### src/rtl/mult_datapath_if.sv
// mult_datapath_if: controller-to-datapath bundle for the shift/add multiplier.
interface mult_datapath_if #(parameter int N = 8);
  logic           clr;
  logic           ld;
  logic [1:0]     sel_a;
  logic [1:0]     sel_b;
  logic [N-1:0]   a_in;
  logic [N-1:0]   b_in;
  logic           eq;
  logic [2*N-1:0] prod;
  logic [3:0]     steps;
  logic           valid;
  modport master (output clr, ld, sel_a, sel_b, a_in, b_in, input eq, prod, steps, valid);
  modport slave (input clr, ld, sel_a, sel_b, a_in, b_in, output eq, prod, steps, valid);
endinterface

### src/rtl/mult_datapath.sv
// mult_datapath: shift/add unsigned multiplier datapath with step counter and done flag.
module mult_datapath #(parameter int N = 8) (
  input logic            clk,
  input logic            rst,
  mult_datapath_if.slave bus
);
  logic [2*N-1:0] ra_q, ra_d, acc_q, acc_d;
  logic [N-1:0]   rb_q, rb_d;
  logic [3:0]     steps_q, steps_d;
  logic           valid_q, valid_d;
  logic           rb_load;
  always_comb begin
    rb_load = bus.sel_b == 2'b01;
    ra_d = bus.sel_a == 2'b01 ? {{N{1'b0}}, bus.a_in} :
           bus.sel_a == 2'b10 ? ra_q << 1 :
           bus.sel_a == 2'b11 ? ra_q >> 1 : ra_q;
    rb_d = rb_load ? bus.b_in :
           bus.sel_b == 2'b10 ? rb_q << 1 :
           bus.sel_b == 2'b11 ? rb_q >> 1 : rb_q;
    acc_d = bus.clr ? '0 : (bus.ld && rb_q[0]) ? acc_q + ra_q : acc_q;
    steps_d = (bus.clr || rb_load) ? 4'd0 :
              (bus.sel_b == 2'b11 && |rb_q && steps_q != 4'hf) ? steps_q + 4'd1 : steps_q;
    // a fresh multiplier operand invalidates any finished product
    valid_d = (bus.clr || rb_load) ? 1'b0 : (bus.ld && rb_q == '0) ? 1'b1 : valid_q;
  end
  always_ff @(posedge clk) begin
    if (rst) begin
      ra_q    <= '0;
      rb_q    <= '0;
      acc_q   <= '0;
      steps_q <= '0;
      valid_q <= 1'b0;
    end else begin
      ra_q    <= ra_d;
      rb_q    <= rb_d;
      acc_q   <= acc_d;
      steps_q <= steps_d;
      valid_q <= valid_d;
    end
  end
  assign bus.eq    = rb_q == '0;
  assign bus.prod  = acc_q;
  assign bus.steps = steps_q;
  assign bus.valid = valid_q;
endmodule

### src/flat_wrapper.sv
// flat-port wrapper written by rule: the top's interface ports become plain ports
module mult_datapath_flat 
#(parameter int N = 8)
  (clk, rst, bus_clr, bus_ld, bus_sel_a, bus_sel_b, bus_a_in, bus_b_in, bus_eq, bus_prod, bus_steps, bus_valid);
  mult_datapath_if #(.N(N)) bus_i ();
  input logic clk;
  input logic rst;
  input wire logic [$bits(bus_i.clr)-1:0] bus_clr;
  input wire logic [$bits(bus_i.ld)-1:0] bus_ld;
  input wire logic [$bits(bus_i.sel_a)-1:0] bus_sel_a;
  input wire logic [$bits(bus_i.sel_b)-1:0] bus_sel_b;
  input wire logic [$bits(bus_i.a_in)-1:0] bus_a_in;
  input wire logic [$bits(bus_i.b_in)-1:0] bus_b_in;
  output wire logic [$bits(bus_i.eq)-1:0] bus_eq;
  output wire logic [$bits(bus_i.prod)-1:0] bus_prod;
  output wire logic [$bits(bus_i.steps)-1:0] bus_steps;
  output wire logic [$bits(bus_i.valid)-1:0] bus_valid;
  assign bus_i.clr = bus_clr;
  assign bus_i.ld = bus_ld;
  assign bus_i.sel_a = bus_sel_a;
  assign bus_i.sel_b = bus_sel_b;
  assign bus_i.a_in = bus_a_in;
  assign bus_i.b_in = bus_b_in;
  assign bus_eq = bus_i.eq;
  assign bus_prod = bus_i.prod;
  assign bus_steps = bus_i.steps;
  assign bus_valid = bus_i.valid;
  mult_datapath #(.N(N)) u_core (.clk(clk), .rst(rst), .bus(bus_i));
endmodule
### config.mk
export PLATFORM = sky130hd
export DESIGN_NAME = mult_datapath_flat
export DESIGN_NICKNAME = d
export VERILOG_FILES = /design/src/rtl/mult_datapath_if.sv /design/src/rtl/mult_datapath.sv /design/src/flat_wrapper.sv
export SDC_FILE = /design/constraint.sdc
export NUM_CORES = 1
export LEC_CHECK = 0
export ABC_CLOCK_PERIOD_IN_PS = 7000
export CELL_PAD_IN_SITES_DETAIL_PLACEMENT = 0
export CELL_PAD_IN_SITES_GLOBAL_PLACEMENT = 1
export CORE_UTILIZATION = 35
export DETAILED_ROUTE_END_ITERATION = 8
export PLACE_DENSITY_LB_ADDON = 0.08
export SLEW_MARGIN = 5
export SYNTH_ARGS = -nofsm -noshare
export SYNTH_HDL_FRONTEND = slang
export SYNTH_SLANG_ARGS = --single-unit
### constraint.sdc
create_clock -name clk -period 7 [get_ports clk]
set_clock_uncertainty 0.1 [all_clocks]
set_input_delay 0.7 -clock clk [delete_from_list [all_inputs] [get_ports clk]]
set_output_delay 0.7 -clock clk [all_outputs]
set_load 0.01 [all_outputs]
==> results of run 1 <==
[sequential cells by signal, indices dropped and copies added (netlist names)]
| signal | flops |
|---|---|
| u_core.bus.valid | 1 |
| u_core.bus.prod | 16 |
| u_core.rb_q | 8 |
| u_core.ra_q | 16 |
| u_core.bus.steps | 4 |
[cells by family after synthesis]
| kind of cell | after synthesis | synth area share, % |
|---|---|---|
| simple gates | 118 | 20.48 |
| compound gates | 82 | 19.72 |
| flops | 45 | 32.20 |
| mux | 25 | 15.12 |
| fa+ha+maj | 17 | 7.871 |
| buf+inv | 15 | 3.354 |
| xor+xnor | 4 | 1.252 |
[worst max-delay path: stages]
cell and delay [ns]:
clkdlybuf4s50_1 0.93, or2_2 0.65, nor2_1 0.36, nand2_1 0.10
nor3b_1 0.18, a221o_1 0.13
[layout by cell type (no fill, tap or decap), types with 3 or more instances in the layout]
| cell type | Yosys | final |
|---|---|---|
| o211ai_1 | 3 | 3 |
| mux2_2 | 8 | 8 |
| nor4_1 | 3 | 3 |
| nand3_1 | 13 | 13 |
| dfxtp_1 | 45 | 45 |
| nand2_1 | 36 | 36 |
| mux2i_1 | 4 | 4 |
| o21a_1 | 3 | 3 |
| a21o_1 | 3 | 3 |
| a22oi_1 | 7 | 7 |
| mux4_2 | 13 | 13 |
| clkbuf_8 | 0 | 6 |
| nor2_1 | 28 | 28 |
| ha_1 | 16 | 16 |
| nor2b_1 | 13 | 13 |
| a211o_1 | 3 | 3 |
| or3_1 | 3 | 3 |
| o21ai_0 | 16 | 16 |
| nor3_1 | 4 | 4 |
| a211oi_1 | 3 | 3 |
| and3_1 | 3 | 3 |
| a21oi_1 | 29 | 29 |
| clkdlybuf4s50_1 | 0 | 45 |
[worst paths after layout]
kind | startpoint | endpoint | depth (start not counted)
worst max register to register | u_core.ra_q[0] | u_core.bus.prod[12] | 7
worst min-delay path | u_core.bus.prod[3] | u_core.bus.prod[3] | 2
worst min register to register | u_core.bus.prod[3] | u_core.bus.prod[3] | 2
worst max-delay path | rst | u_core.bus.prod[11] | 6
[layout make-up]
class / count / area, µm² / area share (%)
multi-input combinational: 246 / 1803 / 52.94
sequential: 45 / 900.9 / 26.45
timing repair buffer: 45 / 450.4 / 13.23
tap: 102 / 127.6 / 3.747
clock buffer: 6 / 82.58 / 2.425
clock inverter: 2 / 37.54 / 1.102
inverter: 1 / 3.754 / 0.1102
[routing by layer]
| layer | part of all wire (%) | up-vias | global-route usage, % | wire length (µm) |
|---|---|---|---|---|
| li1 | - | 1216 | - | - |
| met1 | 51 | 1128 | 26.18 | 3776 |
| met2 | 44 | 42 | 27.69 | 3208 |
| met3 | 4.3 | 5 | 2.764 | 313 |
| met4 | 0.82 | 0 | 4.762 | 60 |
| met5 | 0 | - | 0 | 0 |
[per-stage QoR]
stage / instance area, µm² / utilization [%] / instances
2_1_floorplan: 2798 / - / 306
3_3_place_gp: 3286 / 42.52 / 439
3_5_place_dp: 3286 / 42.52 / 439
4_1_cts: 3406 / 44.07 / 447
5_1_grt: 3406 / 44.07 / 447
6_report: 3406 / 44.07 / 447
[power by group through the flow]
stage	combinational, mW	sequential (mW)	clock, mW
6_report	0.0638	0.268	0.212
5_1_grt	0.0694	0.269	0.227
2_1_floorplan	0.0412	0.271	0
3_3_place_gp	0.0642	0.274	0
4_1_cts	0.0645	0.268	0.216
3_5_place_dp	0.0640	0.274	0
==> key figures, run 1 <==
Outcome
  • Status: completed

Power and ir drop
  • Sequential group share of total power: 49.3%
  • Sw Pwr: ~0.13 mW
  • Peak VDD IR: 67.55 µV
  • Total Power: 0.5436 mW
  • Sw Ratio: 23.97%
  • Pleak: 1.263 nW
  • Power Dens Cells: 159.6 nW/µm²
  • Clock share of power: approximately two fifths
  • Comb power frac: between 10% and 20%
  • Cell internal pwr: just over 0.4 mW

Clocking
  • H-tree level count: 2
  • Clock-pin slew on the worst setup and hold paths: 0.09 ns
  • Setup bufs post-CTS: 0
  • Total CTS buffers: 5
  • CTS tree: built
  • Post_cts resized: 0
  • CTS Root Cell: clkbuf_8
  • Clock Latency Late Sink: 0.30 ns
  • CTS Hold Bufs: 0
  • Clock Path Buffers: 2
  • Clk sinks: 45

Drt
  • Wire length per cell: 16.46 µm
  • DR DRC count: 0
  • Drt pass-1 iters: 4
  • Via count: 2391
  • Post-route ant nets: 0
  • Vias per inst: 5.349
  • WL final: 7.359 mm
  • Initial detailed-routing violation count: 91

Finish
  • Final nets: 385
  • Fill cell count: slightly below 800
  • Share of layout cells above drive strength 1: a little under an eighth
  • # diodes: 0
  • Layout area overhead: 21.74%

Die
  • DIE AREA: 8355 µm²
  • Starting Density: 36.20%
  • Core Region: 7727 µm²
  • Die width: 91.41 µm
  • Placement row count: 32
  • Die Y: 91.41 µm
  • I/O pin count: 46

Worst hold path
  • Hold Path Class: reg2reg

Worst setup path
  • Worst EP arrival: 3.06 ns
  • Crit. End Element: flop
  • Worst endpoint required time: 7.15 ns
  • R2R setup slack: 4.58 ns
  • Critical-path maximum fanout: 26
  • Critical path type: in2reg
  • Worst setup SP type: input pin

Yosys
  • Syn Inst Count: roughly 310
  • Most frequent cells after synthesis: dfxtp_1, nand2_1, a21oi_1, nor2_1
  • Post-Syn Area: 2798 µm²
  • Area contributors post-synth: dfxtp_1, mux4_2, ha_1, a21oi_1, nand2_1
  • Mapped Avg Cell Area: 9.143 µm²
  • Leading area contributor after synthesis: dfxtp_1
  • Post-synthesis async set-or-reset flop share: 0%
  • Sequential-to-total area share from yosys stat: about a third
  • EDFF count, synth: 0
  • Syn Nets: 347
  • Most numerous cell in the Yosys netlist: dfxtp_1
  • Unique masters post-synth: 53
  • Ys Warns: 0
  • Primary FF master, synth: dfxtp_1
  • Flops & latches, synth: 45
  • Top cell type's share of synthesized area: 32.20%

Timing
  • PnR worst setup slack: 4.096 ns
  • Max Slew Vio Count: 0
  • Slew of the pin with the lowest slew margin: 0.9913 ns
  • Setup Viol. Count Final: 0
  • Max_slew headroom: approximately 34%
  • Setup_tns: 0 ns
  • Hold Worst Slack: ~0.38 ns
  • Part of the cycle the worst path needs: 41.49%
  • F_max: 344.3 MHz
  • Final Hold Violating Endpoints: 0
  • Tmin final: about 2.9 ns
  • RSZ-0062 raised after global routing: no

Global route
  • Largest net degree at the start of global routing: 27
  • Gr usage total: 18.04%
  • First-pass GRT wire length: 11.83 mm
  • Vias in the first global route: around 2200
  • Antenna violations before repair: 0
  • Remaining global-route overflow: 0

Placement
  • Port Buffers: 45
  • Post-DP HPWL: 5.440 mm
  • DP Worst Slack: 3.784 ns
  • Gp weighted congestion: about 0.78

Run
  • Max-cap viol count: 0
(Power assumes the default switching activity.)
==> run 2: changes to the inputs <==
--- a/config.mk
+++ b/config.mk
@@ -5,7 +5,7 @@
 export SDC_FILE = /design/constraint.sdc
 export NUM_CORES = 1
 export LEC_CHECK = 0
-export ABC_CLOCK_PERIOD_IN_PS = 7000
+export ABC_CLOCK_PERIOD_IN_PS = 2400
 export CELL_PAD_IN_SITES_DETAIL_PLACEMENT = 0
 export CELL_PAD_IN_SITES_GLOBAL_PLACEMENT = 1
 export CORE_UTILIZATION = 35
==> constraint.sdc (replaced) <==
create_clock -name clk -period 2.4 [get_ports clk]
set_clock_uncertainty 0.1 [all_clocks]
set_input_delay 0.24 -clock clk [delete_from_list [all_inputs] [get_ports clk]]
set_output_delay 0.24 -clock clk [all_outputs]
set_load 0.01 [all_outputs]
==> key figures, run 2 (synthesis gave the netlist of run 1 again) <==
Timing
  • Final Hold Violating Endpoints: 0
  • Max_slew headroom: 57.82%
  • PnR worst setup slack: between 0.1 and 0.15 ns
  • Max Slew Vio Count: 0
  • F_max: 440.8 MHz
  • Tmin final: 2.269 ns
  • Setup_tns: 0 ns
  • Slew of the pin with the lowest slew margin: roughly 0.63 ns
  • Part of the cycle the worst path needs: 94.52%
  • RSZ-0062 raised after global routing: no
  • Setup Viol. Count Final: 0

Die
  • Core Region: 7727 µm²
  • Die Y: around 91 µm
  • Placement row count: 32
  • Starting Density: 36.20%
  • I/O pin count: 46
  • Die width: ~90 µm
  • DIE AREA: 8355 µm²

Worst setup path
  • Worst EP arrival: 2.36 ns
  • Critical path type: reg2reg
  • Worst endpoint required time: ~2.5 ns
  • CP max stage cell: a311o_2
  • CP top delay family: compound AO/OA/AOI/OAI gates
  • Worst setup SP type: flop
  • Crit-path cells: ha_1 > fa_2 > a21o_1 > a311o_2 > a211oi_2 > mux2i_1 > nand3_1
  • Worst path bufs/invs: 0
  • Crit. End Element: flop
  • Critical-path maximum fanout: 4
  • CP max stage delay: around 0.42 ns

Drt
  • Post-route ant nets: 0
  • Via count: 2464
  • Initial detailed-routing violation count: 87
  • Drt pass-1 iters: 4
  • Vias per inst: 5.404
  • WL final: about 7.4 mm
  • DR DRC count: 0
  • Wire length per cell: 16.15 µm

Clocking
  • Clock Path Buffers: 2
  • Setup bufs post-CTS: 0
  • CTS Hold Bufs: 0
  • Post_cts resized: 0
  • Clk sinks: 45
  • Clock Latency Late Sink: 0.30 ns
  • H-tree level count: 2
  • CTS tree: built
  • CTS Root Cell: clkbuf_8
  • Total CTS buffers: 5
  • Clock-pin slew on the worst setup and hold paths: around 0.09 ns

Finish
  • Layout area overhead: 23.93%
  • Final nets: 395
  • Most frequent cells in the layout: clkdlybuf4s50_1, dfxtp_1, nand2_1, a21oi_1, nor2_1
  • Core Util, Final: 44.87%
  • Share of layout cells above drive strength 1: 14.41%
  • # diodes: 0
  • Fill cell count: 772

Placement
  • DP Worst Slack: around 0.064 ns
  • Post-DP HPWL: ~5.5 mm
  • Port Buffers: 45
  • Gp weighted congestion: 0.7898

Global route
  • Busiest grt layer: met2
  • Met2 GRT Util: 27.88%
  • Remaining global-route overflow: 0
  • Antenna violations before repair: 0
  • Routing usage on met3: 3.266%
  • First-pass GRT wire length: 12.09 mm
  • Gr usage total: roughly a fifth
  • Met1 usage in global routing: 26.73%
  • Vias in the first global route: 2318
  • Largest net degree at the start of global routing: 25

Outcome
  • Status: completed

Run
  • Max-cap viol count: 0

Worst hold path
  • Hold Path Class: reg2reg

Power and ir drop
  • Peak VDD IR: 185.8 µV
  • Pleak: about 1.3 nW
  • Power Dens Cells: approximately 450 nW/µm²
==> run 2: cell count changes in the layout (fill, tap and decap cells not counted), sizes merged <==
cell / change
clkbuf: -1
clkinv: +1
buf: +10
clkinvlp: -1
==> run 2: per-stage QoR <==
step / cell area, µm² / instances / hold WS (ns) / power [mW]
after detailed placement: 3361 / 449 / 0.3671 / 0.9943
after CTS: 3465 / 456 / 0.3823 / 1.564
final: 3467 / 456 / 0.3828 / 1.546
after global placement: 3361 / 449 / 0.3603 / 0.9943
after global routing: 3467 / 456 / 0.4080 / 1.611
after floorplan: 2798 / 306 / 0.2116 / 0.9117
==> run 2: final timing paths <==
kind | slack (ns) | depth (start not counted) | startpoint | endpoint
max | 0.13 | 7 | u_core.bus.prod[0] | u_core.bus.prod[12]
min | 0.38 | 2 | u_core.bus.valid | u_core.bus.valid
max reg2reg | 0.13 | 7 | u_core.bus.prod[0] | u_core.bus.prod[12]
min reg2reg | 0.38 | 2 | u_core.bus.valid | u_core.bus.valid
==> run 2: worst min-delay path: cells and delay by family (launching register included) <==
kind | cells | cell delay, ns
simple gates | 1 | 0.07
compound gates | 1 | 0.04
flops | 1 | 0.34
==> run 2: final cells by class <==
class                   count  area, µm²  area share (%)
repair buffers             55      525.5           15.16
well taps                 102      127.6           3.681
clock inverters             2      35.03           1.010
inverters                   1      3.754          0.1083
flip-flops and latches     45      900.9           25.98
multi-input cells         246       1805           52.07
clock buffers               5      68.82           1.985
==> run 2: where the power goes <==
group	internal, mW	total (mW)	switching, mW
sequential	0.762	0.780	0.0182
clock	0.303	0.570	0.267
combinational	0.111	0.196	0.0851
==> run 2: routing by layer <==
layer | part of all wire [%] | vias up
met3 | 4.8 | 8
met2 | 44 | 54
li1 | - | 1235
met4 | 1.4 | 0
met1 | 50 | 1167
met5 | 0 | -
